### src/rtl/mc_ctrl_pkg.sv
// Shared encodings for the multicycle MIPS control unit: state codes, opcodes,
// funct codes and datapath mux/ALU select values.
package mc_ctrl_pkg;

  typedef enum logic [6:0] {
    ST_RESET    = 7'd0,
    ST_FETCH    = 7'd1,
    ST_MEM_WAIT = 7'd2,
    ST_DECODE   = 7'd3,
    ST_EXEC_R   = 7'd4,
    ST_R_WRITE  = 7'd7,
    ST_ADDI     = 7'd8,
    ST_I_WRITE  = 7'd9,
    ST_LW_ADDR  = 7'd10,
    ST_LW_MEM   = 7'd11,
    ST_LW_WRITE = 7'd12,
    ST_SW_ADDR  = 7'd13,
    ST_SW_MEM   = 7'd14,
    ST_BEQ      = 7'd15,
    ST_BNE      = 7'd16,
    ST_JUMP     = 7'd17,
    ST_JAL      = 7'd18,
    ST_JAL_WR   = 7'd19,
    ST_EXC_OPC  = 7'd20,
    ST_EXC_OVF  = 7'd21,
    ST_EXC_WAIT = 7'd22,
    ST_EXC_LOAD = 7'd23
  } state_e;

  localparam logic [5:0] OP_RTYPE = 6'h00;
  localparam logic [5:0] OP_J     = 6'h02;
  localparam logic [5:0] OP_JAL   = 6'h03;
  localparam logic [5:0] OP_BEQ   = 6'h04;
  localparam logic [5:0] OP_BNE   = 6'h05;
  localparam logic [5:0] OP_ADDI  = 6'h08;
  localparam logic [5:0] OP_LW    = 6'h23;
  localparam logic [5:0] OP_SW    = 6'h2B;

  localparam logic [5:0] FN_ADD = 6'h20;
  localparam logic [5:0] FN_SUB = 6'h22;
  localparam logic [5:0] FN_AND = 6'h24;
  localparam logic [5:0] FN_SLT = 6'h2A;

  localparam logic [2:0] ALU_LOADA = 3'b000;
  localparam logic [2:0] ALU_ADD   = 3'b001;
  localparam logic [2:0] ALU_SUB   = 3'b010;
  localparam logic [2:0] ALU_AND   = 3'b011;
  localparam logic [2:0] ALU_SLT   = 3'b111;

  localparam logic [1:0] SRCA_PC = 2'b00;
  localparam logic [1:0] SRCA_A  = 2'b01;

  localparam logic [2:0] SRCB_B      = 3'b000;
  localparam logic [2:0] SRCB_FOUR   = 3'b001;
  localparam logic [2:0] SRCB_IMM    = 3'b010;
  localparam logic [2:0] SRCB_IMMSH2 = 3'b011;

  localparam logic [2:0] PCSRC_ALU    = 3'b000;
  localparam logic [2:0] PCSRC_ALUOUT = 3'b001;
  localparam logic [2:0] PCSRC_JUMP   = 3'b010;
  localparam logic [2:0] PCSRC_VEC    = 3'b011;

  localparam logic [2:0] DST_RT = 3'b000;
  localparam logic [2:0] DST_RD = 3'b001;
  localparam logic [2:0] DST_RA = 3'b011;
  localparam logic [2:0] DST_SP = 3'b100;

  localparam logic [2:0] MREG_ALUOUT = 3'b000;
  localparam logic [2:0] MREG_MDR    = 3'b001;
  localparam logic [2:0] MREG_SPINIT = 3'b111;

  localparam logic [1:0] IORD_PC     = 2'b00;
  localparam logic [1:0] IORD_ALUOUT = 2'b01;
  localparam logic [1:0] IORD_VEC    = 2'b10;

  function automatic logic is_valid_funct(input logic [5:0] funct);
    return (funct == FN_ADD) || (funct == FN_SUB) ||
           (funct == FN_AND) || (funct == FN_SLT);
  endfunction

  function automatic logic [2:0] alu_for_funct(input logic [5:0] funct);
    case (funct)
      FN_ADD:  return ALU_ADD;
      FN_SUB:  return ALU_SUB;
      FN_AND:  return ALU_AND;
      FN_SLT:  return ALU_SLT;
      default: return ALU_LOADA;
    endcase
  endfunction

endpackage

### src/rtl/mc_wait_counter.sv
// Memory wait-state counter: loads MEM_WAIT-1 on entry to a wait state and
// reports done once it has counted down to zero.
module mc_wait_counter #(
  parameter int unsigned MEM_WAIT = 2
) (
  input  logic clk,
  input  logic rst_n,
  input  logic load,
  output logic done
);

  localparam logic [3:0] LOAD_VAL = 4'(MEM_WAIT - 1);

  logic [3:0] cnt_q;
  logic [3:0] cnt_d;

  always_comb begin
    cnt_d = cnt_q;
    if (load) begin
      cnt_d = LOAD_VAL;
    end else if (cnt_q != 4'd0) begin
      cnt_d = cnt_q - 4'd1;
    end
  end

  always_ff @(posedge clk or negedge rst_n) begin
    if (!rst_n) begin
      cnt_q <= 4'd0;
    end else begin
      cnt_q <= cnt_d;
    end
  end

  assign done = (cnt_q == 4'd0);

endmodule

### src/rtl/mc_control_unit.sv
// Multicycle MIPS control unit: one Moore FSM driving every datapath enable
// and mux select, with configurable memory wait states and exception entry.
module mc_control_unit
  import mc_ctrl_pkg::*;
#(
  parameter int unsigned MEM_WAIT    = 2,
  parameter int unsigned RST_CYCLES  = 1,
  parameter logic [2:0]  EXC_OPC_VEC = 3'b000,
  parameter logic [2:0]  EXC_OVF_VEC = 3'b001
) (
  input  logic       Clock,
  input  logic       Reset_n,
  input  logic [5:0] OPCode,
  input  logic [5:0] Funct,
  input  logic       Overflow,
  input  logic       EQ,
  output logic [6:0] Estado,
  output logic       flagPcWrite,
  output logic [1:0] flagIorD,
  output logic       flagMemCtrl,
  output logic       flagIrWrite,
  output logic       flagMDR,
  output logic       flagRegA,
  output logic       flagRegB,
  output logic       flagRegWrite,
  output logic [2:0] flagRegDist,
  output logic [2:0] flagMemReg,
  output logic [1:0] flagALUSrcA,
  output logic [2:0] flagALUSrcB,
  output logic [2:0] flagALUCtrl,
  output logic       flagALUOut,
  output logic [2:0] flagPCSrc,
  output logic       flagEPC,
  output logic [2:0] flagExcpCtrl,
  output logic       flagRegReset
);

  localparam logic [3:0] RST_LAST = 4'(RST_CYCLES - 1);

  state_e     state_q, state_d;
  logic [3:0] rst_cnt_q, rst_cnt_d;
  logic       wait_load;
  logic       wait_done;

  // States whose successor is a memory wait preload the counter on exit
  assign wait_load = (state_q == ST_FETCH) || (state_q == ST_LW_ADDR) ||
                     (state_q == ST_EXC_OPC) || (state_q == ST_EXC_OVF);

  mc_wait_counter #(
    .MEM_WAIT(MEM_WAIT)
  ) u_wait (
    .clk  (Clock),
    .rst_n(Reset_n),
    .load (wait_load),
    .done (wait_done)
  );

  always_comb begin
    rst_cnt_d = (state_q == ST_RESET) ? rst_cnt_q + 4'd1 : 4'd0;
    state_d   = state_q;
    case (state_q)
      ST_RESET:    if (rst_cnt_q >= RST_LAST) state_d = ST_FETCH;
      ST_FETCH:    state_d = ST_MEM_WAIT;
      ST_MEM_WAIT: if (wait_done) state_d = ST_DECODE;
      ST_DECODE: begin
        case (OPCode)
          OP_RTYPE: state_d = is_valid_funct(Funct) ? ST_EXEC_R : ST_EXC_OPC;
          OP_ADDI:  state_d = ST_ADDI;
          OP_LW:    state_d = ST_LW_ADDR;
          OP_SW:    state_d = ST_SW_ADDR;
          OP_BEQ:   state_d = ST_BEQ;
          OP_BNE:   state_d = ST_BNE;
          OP_J:     state_d = ST_JUMP;
          OP_JAL:   state_d = ST_JAL;
          default:  state_d = ST_EXC_OPC;
        endcase
      end
      ST_EXEC_R:
        state_d = (Overflow && ((Funct == FN_ADD) || (Funct == FN_SUB))) ?
                  ST_EXC_OVF : ST_R_WRITE;
      ST_ADDI:     state_d = Overflow ? ST_EXC_OVF : ST_I_WRITE;
      ST_LW_ADDR:  state_d = ST_LW_MEM;
      ST_LW_MEM:   if (wait_done) state_d = ST_LW_WRITE;
      ST_SW_ADDR:  state_d = ST_SW_MEM;
      ST_JAL:      state_d = ST_JAL_WR;
      ST_EXC_OPC:  state_d = ST_EXC_WAIT;
      ST_EXC_OVF:  state_d = ST_EXC_WAIT;
      ST_EXC_WAIT: if (wait_done) state_d = ST_EXC_LOAD;
      ST_R_WRITE, ST_I_WRITE, ST_LW_WRITE, ST_SW_MEM, ST_BEQ, ST_BNE,
      ST_JUMP, ST_JAL_WR, ST_EXC_LOAD:
        state_d = ST_FETCH;
      default:     state_d = ST_RESET;
    endcase
  end

  always_ff @(posedge Clock or negedge Reset_n) begin
    if (!Reset_n) begin
      state_q   <= ST_RESET;
      rst_cnt_q <= 4'd0;
    end else begin
      state_q   <= state_d;
      rst_cnt_q <= rst_cnt_d;
    end
  end

  assign Estado = state_q;

  // Moore decode; the only input dependences are branch resolution on EQ
  // and the ALU op chosen by Funct while executing an R-type
  always_comb begin
    flagPcWrite  = 1'b0;
    flagIorD     = IORD_PC;
    flagMemCtrl  = 1'b0;
    flagIrWrite  = 1'b0;
    flagMDR      = 1'b0;
    flagRegA     = 1'b0;
    flagRegB     = 1'b0;
    flagRegWrite = 1'b0;
    flagRegDist  = DST_RT;
    flagMemReg   = MREG_ALUOUT;
    flagALUSrcA  = SRCA_PC;
    flagALUSrcB  = SRCB_B;
    flagALUCtrl  = ALU_LOADA;
    flagALUOut   = 1'b0;
    flagPCSrc    = PCSRC_ALU;
    flagEPC      = 1'b0;
    flagExcpCtrl = 3'b000;
    flagRegReset = 1'b0;
    case (state_q)
      ST_RESET: begin
        flagRegReset = 1'b1;
        flagRegWrite = 1'b1;
        flagRegDist  = DST_SP;
        flagMemReg   = MREG_SPINIT;
      end
      ST_FETCH: begin
        flagALUSrcB = SRCB_FOUR;
        flagALUCtrl = ALU_ADD;
        flagPcWrite = 1'b1;
      end
      ST_MEM_WAIT: flagIrWrite = wait_done;
      ST_DECODE: begin
        flagRegA    = 1'b1;
        flagRegB    = 1'b1;
        flagALUSrcB = SRCB_IMMSH2;
        flagALUCtrl = ALU_ADD;
        flagALUOut  = 1'b1;
      end
      ST_EXEC_R: begin
        flagALUSrcA = SRCA_A;
        flagALUCtrl = alu_for_funct(Funct);
        flagALUOut  = 1'b1;
      end
      ST_R_WRITE: begin
        flagRegWrite = 1'b1;
        flagRegDist  = DST_RD;
      end
      ST_ADDI, ST_LW_ADDR, ST_SW_ADDR: begin
        flagALUSrcA = SRCA_A;
        flagALUSrcB = SRCB_IMM;
        flagALUCtrl = ALU_ADD;
        flagALUOut  = 1'b1;
      end
      ST_I_WRITE: flagRegWrite = 1'b1;
      ST_LW_MEM: begin
        flagIorD = IORD_ALUOUT;
        flagMDR  = wait_done;
      end
      ST_LW_WRITE: begin
        flagRegWrite = 1'b1;
        flagMemReg   = MREG_MDR;
      end
      ST_SW_MEM: begin
        flagIorD    = IORD_ALUOUT;
        flagMemCtrl = 1'b1;
      end
      ST_BEQ, ST_BNE: begin
        flagALUSrcA = SRCA_A;
        flagALUCtrl = ALU_SUB;
        flagPCSrc   = PCSRC_ALUOUT;
        flagPcWrite = (state_q == ST_BEQ) ? EQ : !EQ;
      end
      ST_JUMP: begin
        flagPCSrc   = PCSRC_JUMP;
        flagPcWrite = 1'b1;
      end
      ST_JAL: flagALUOut = 1'b1;
      ST_JAL_WR: begin
        flagRegWrite = 1'b1;
        flagRegDist  = DST_RA;
        flagPCSrc    = PCSRC_JUMP;
        flagPcWrite  = 1'b1;
      end
      ST_EXC_OPC, ST_EXC_OVF: begin
        flagALUSrcB  = SRCB_FOUR;
        flagALUCtrl  = ALU_SUB;
        flagEPC      = 1'b1;
        flagExcpCtrl = (state_q == ST_EXC_OPC) ? EXC_OPC_VEC : EXC_OVF_VEC;
        flagIorD     = IORD_VEC;
      end
      ST_EXC_WAIT: flagMDR = wait_done;
      ST_EXC_LOAD: begin
        flagPCSrc   = PCSRC_VEC;
        flagPcWrite = 1'b1;
      end
      default: ;
    endcase
  end

endmodule

### config.mk
export PLATFORM = sky130hd
export DESIGN_NAME = mc_control_unit
export DESIGN_NICKNAME = d
export VERILOG_FILES = /design/src/rtl/mc_ctrl_pkg.sv /design/src/rtl/mc_wait_counter.sv /design/src/rtl/mc_control_unit.sv
export SDC_FILE = /design/constraint.sdc
export NUM_CORES = 1
export LEC_CHECK = 0
export ABC_AREA = 0
export ABC_CLOCK_PERIOD_IN_PS = 2800
export BUFFER_PORTS_ARGS = -buffer_cell sky130_fd_sc_hd__buf_2
export CORE_MARGIN = 3
export CORE_UTILIZATION = 53
export DETAILED_ROUTE_END_ITERATION = 8
export PLACE_DENSITY_LB_ADDON = 0.12
export SKIP_LAST_GASP = 1
export SLEW_MARGIN = 20
export SYNTH_ARGS = -nofsm -noshare
export SYNTH_HDL_FRONTEND = slang
export SYNTH_SLANG_ARGS = --single-unit
export TNS_END_PERCENT = 20
### constraint.sdc
create_clock -name Clock -period 2.8 [get_ports Clock]
set_clock_uncertainty 0.1 [all_clocks]
set_input_delay 0 -clock Clock [delete_from_list [all_inputs] [get_ports Clock]]
set_output_delay 0 -clock Clock [all_outputs]
set_load 0.05 [all_outputs]
==> flow_summary.ini <==
[placement]
pre_cts_slack_ps = 712.5
place.gp.congestion = 0.8633
port_buffers = 47
hpwlAfterDp_um = 2743

[sta]
maxSlewViolCount = 0
slew_headroom_pct = 55.65
setup_viol = 0
fmax_mhz = 446.2
rsz0062_at_grt = no
period_needed_ps = 2241
hold_viol_final = 0
tightest_slew_ps = 665.3
layout_setup_ws_ps = 559.0
finalCritPeriodShare_pct = 80.04

[routing]
drtAntennaViolNets = 0
num_vias = 1661
drc = 0
top_layer = met4
wl_um = 3726
wl_met1_um = 1677
routedWlPerCell_um = 13.35
dr_wl_met2_um = 1699
firstDrtPassIters = 4
initialDrtViolationCount = 81
avgViaCountPerCell = 5.953
dr_wl_met3_um = 301

[power_and_ir_drop]
internal_power_uw = 712.7
combPwrFrac_pct = 81.1
cellLeakagePower_uw = 0.0007566
net-switching-power_uw = 1280
p_total_uw = 1993
power_switching_share_pct = 64.24
power.density_mw_per_mm2 = 1222
max-vdd-ir-drop_uv = 1245
p_seq_share_pct = 13.8
power_frac_clock_pct = 5.1

[global_routing]
grt_max_degree = 34
grt_first_pass_wirelength_um = 6216
grt_overflow = 0
antenna_found_initial = 0
first_global_vias = 1328
track_usage_pct = 23.24

[critical_path]
slowest_stage = dfrtp_1
reg2reg_to = Estado[1]$_DFFE_PN0P_
cp_data_required_time_ps = 2700
cp_max_fo = 24
cp-end-kind = primary output
path_class = reg -> out
reg2regPathDepth = 5
crit_chain = or2_2, nor3_1, nand2_1, o211ai_1, buf_2
crit_start = Estado[0]$_DFFE_PN0P_
r2r_setup_slack_ps = 660
reg2reg_from = Estado[0]$_DFFE_PN0P_
cp_num_buf_inv = 1
arrival_ps = 2140
cp-start-kind = flop
crit_path_end = flagALUCtrl[1]
critical_path_depth = 5
cp_top_family = simple AND/OR/NAND/NOR gates
cpPeakStageDelay_ps = 620

[cts]
clkTransAtPathRegs_ps = 60
clk_latency_ps = 260
root_buffer = clkbuf_4
cts_htree_levels = 1
clockBufferDepth = 2
postCtsSetupBuffers = 0
clkSinkCount = 9
cts_buffers = 3
cts_resized = 0
cts_tree = built

[floorplanning]
fp-row-count = 18
coreArea_mm2 = 0.002522
start_util_pct = 56.35
num_io_pins = 55
die_y_um = 57.79
dieArea_mm2 = 0.003339
die_w_um = 57.79

[yosys]
synth_edf_count = 0
synthCells = 218
synthFlopType = dfrtp_1
synth_area_mm2 = 0.001421
yosysSeqAreaShare_pct = 15.85
synth-seq-cells = 9
avgSynthCellArea_um2 = 6.520
async_flop_share_pct = 100.0
synth_cell_type_count = 51
yosys_warnings = 0

[layout]
utilization_pct = 64.68
layout_common_cells = 47 x buf_2, 25 x nor2_1, 22 x nand2_1
drive_above_1_share_pct = 24.10
multi_input_area_mm2 = 0.001035
seq_area_um2 = 225.2
final_nets = 267
syn_to_final_growth_pct = 14.79
mostFrequentLayoutCell = buf_2
fillCellCount = 272
diodes = 0

[hold_path]
hold_path_class = in -> async

[flow_run]
maxCapViolations = 0

[outcome]
status = finished clean
==> power by group through the flow <==
stage               sequential (µW)  clock [µW]  combinational (µW)
finish                          275         102                1620
global route                    290         113                1740
CTS                             272         105                1610
detailed placement              275           0                1600
global placement                273           0                1600
floorplan                       309           0                1320
==> layout make-up <==
cell class | instances | share of cell area (%)
Multi-Input combinational cell | 177 | 63.42
Clock buffer | 4 | 1.610
Inverter | 6 | 1.380
Sequential cell | 9 | 13.80
Tap cell | 30 | 2.301
Timing Repair Buffer | 53 | 17.48
==> cell families (layout without fill, tap and decap cells) <==
kind of cell / after synthesis / after routing / share of synthesized area (%)
AO/OA/AOI/OAI: 56 / 56 / 26.50
XOR/XNOR: 6 / 6 / 3.697
adder cells (fa/ha/maj): 1 / 1 / 0.8801
buffers and inverters: 38 / 63 / 13.38
flip-flops: 9 / 9 / 15.85
other: 1 / 7 / 0.2638
AND/OR/NAND/NOR: 107 / 107 / 39.44
==> flip-flops by register name, indices dropped and copies added, names as in the netlist <==
| register | cells |
|---|---|
| Estado | 5 |
| u_wait.cnt_q | 4 |
==> how the worst min path moves through the flow <==
stage / depth (start not counted) / endpoint / start / slack [ps]
floorplan: 0 / Estado[0]$_DFFE_PN0P_ / Reset_n / -400
global placement: 1 / Estado[4]$_DFFE_PN0P_ / Reset_n / -240
detailed placement: 1 / Estado[4]$_DFFE_PN0P_ / Reset_n / -240
CTS: 2 / u_wait.cnt_q[3]$_DFFE_PN0P_ / Reset_n / 10
global route: 2 / u_wait.cnt_q[3]$_DFFE_PN0P_ / Reset_n / 30
finish: 2 / Estado[4]$_DFFE_PN0P_ / Reset_n / 8
==> routing by layer <==
layer | GRT usage [%] | vias to the layer above
li1 | - | 828
met1 | 35.48 | 754
met2 | 32.90 | 73
met3 | 4.454 | 6
met4 | 6.623 | 0
met5 | 0 | -
==> Yosys cell counts, types with 2 or more instances <==
| library cell | instances | share of area (%) |
|---|---|---|
| a22oi_1 | 2 | 1.1 |
| or2_2 | 2 | 0.88 |
| or3b_1 | 2 | 1.2 |
| and3_1 | 3 | 1.3 |
| buf_2 | 2 | 0.70 |
| or3_1 | 4 | 1.8 |
| nor3b_1 | 4 | 2.1 |
| clkbuf_1 | 17 | 4.5 |
| xor2_1 | 2 | 1.2 |
| inv_1 | 6 | 1.6 |
| nand3_1 | 5 | 1.8 |
| nor2_1 | 25 | 6.6 |
| a21oi_1 | 12 | 4.2 |
| o21ai_0 | 11 | 3.9 |
| dfrtp_1 | 9 | 16 |
| o211ai_1 | 2 | 1.1 |
| nor2b_1 | 8 | 3.5 |
| a311oi_1 | 2 | 1.2 |
| nor3_1 | 10 | 3.5 |
| o22ai_1 | 7 | 3.1 |
| nor4_1 | 6 | 2.6 |
| buf_4 | 12 | 6.3 |
| nand2_1 | 22 | 5.8 |
| o31ai_1 | 3 | 1.6 |
| xnor2_1 | 4 | 2.5 |
| o32a_1 | 2 | 1.4 |
| nand2b_1 | 8 | 3.5 |
| a31oi_1 | 2 | 0.88 |
| a2bb2oi_1 | 2 | 1.2 |
==> repair_timing <==
item	CTS	global route
endpoints found under the hold margin	10	0
hold buffers	2	0
endpoints found under the setup margin	0	0
==> stage by stage <==
| step | cell area (µm²) | hold WS [ps] | std cells | setup TNS, ps |
|---|---|---|---|---|
| floorplan | 1450 | -395.6 | 224 | -57.05 |
| global placement | 1585 | -240.1 | 273 | 0 |
| detailed placement | 1585 | -238.5 | 273 | 0 |
| finish | 1632 | 8.349 | 279 | 0 |
| global route | 1632 | 33.97 | 279 | 0 |
| CTS | 1632 | 9.884 | 279 | 0 |
No activity file was read; power rests on OpenSTA's default activity.
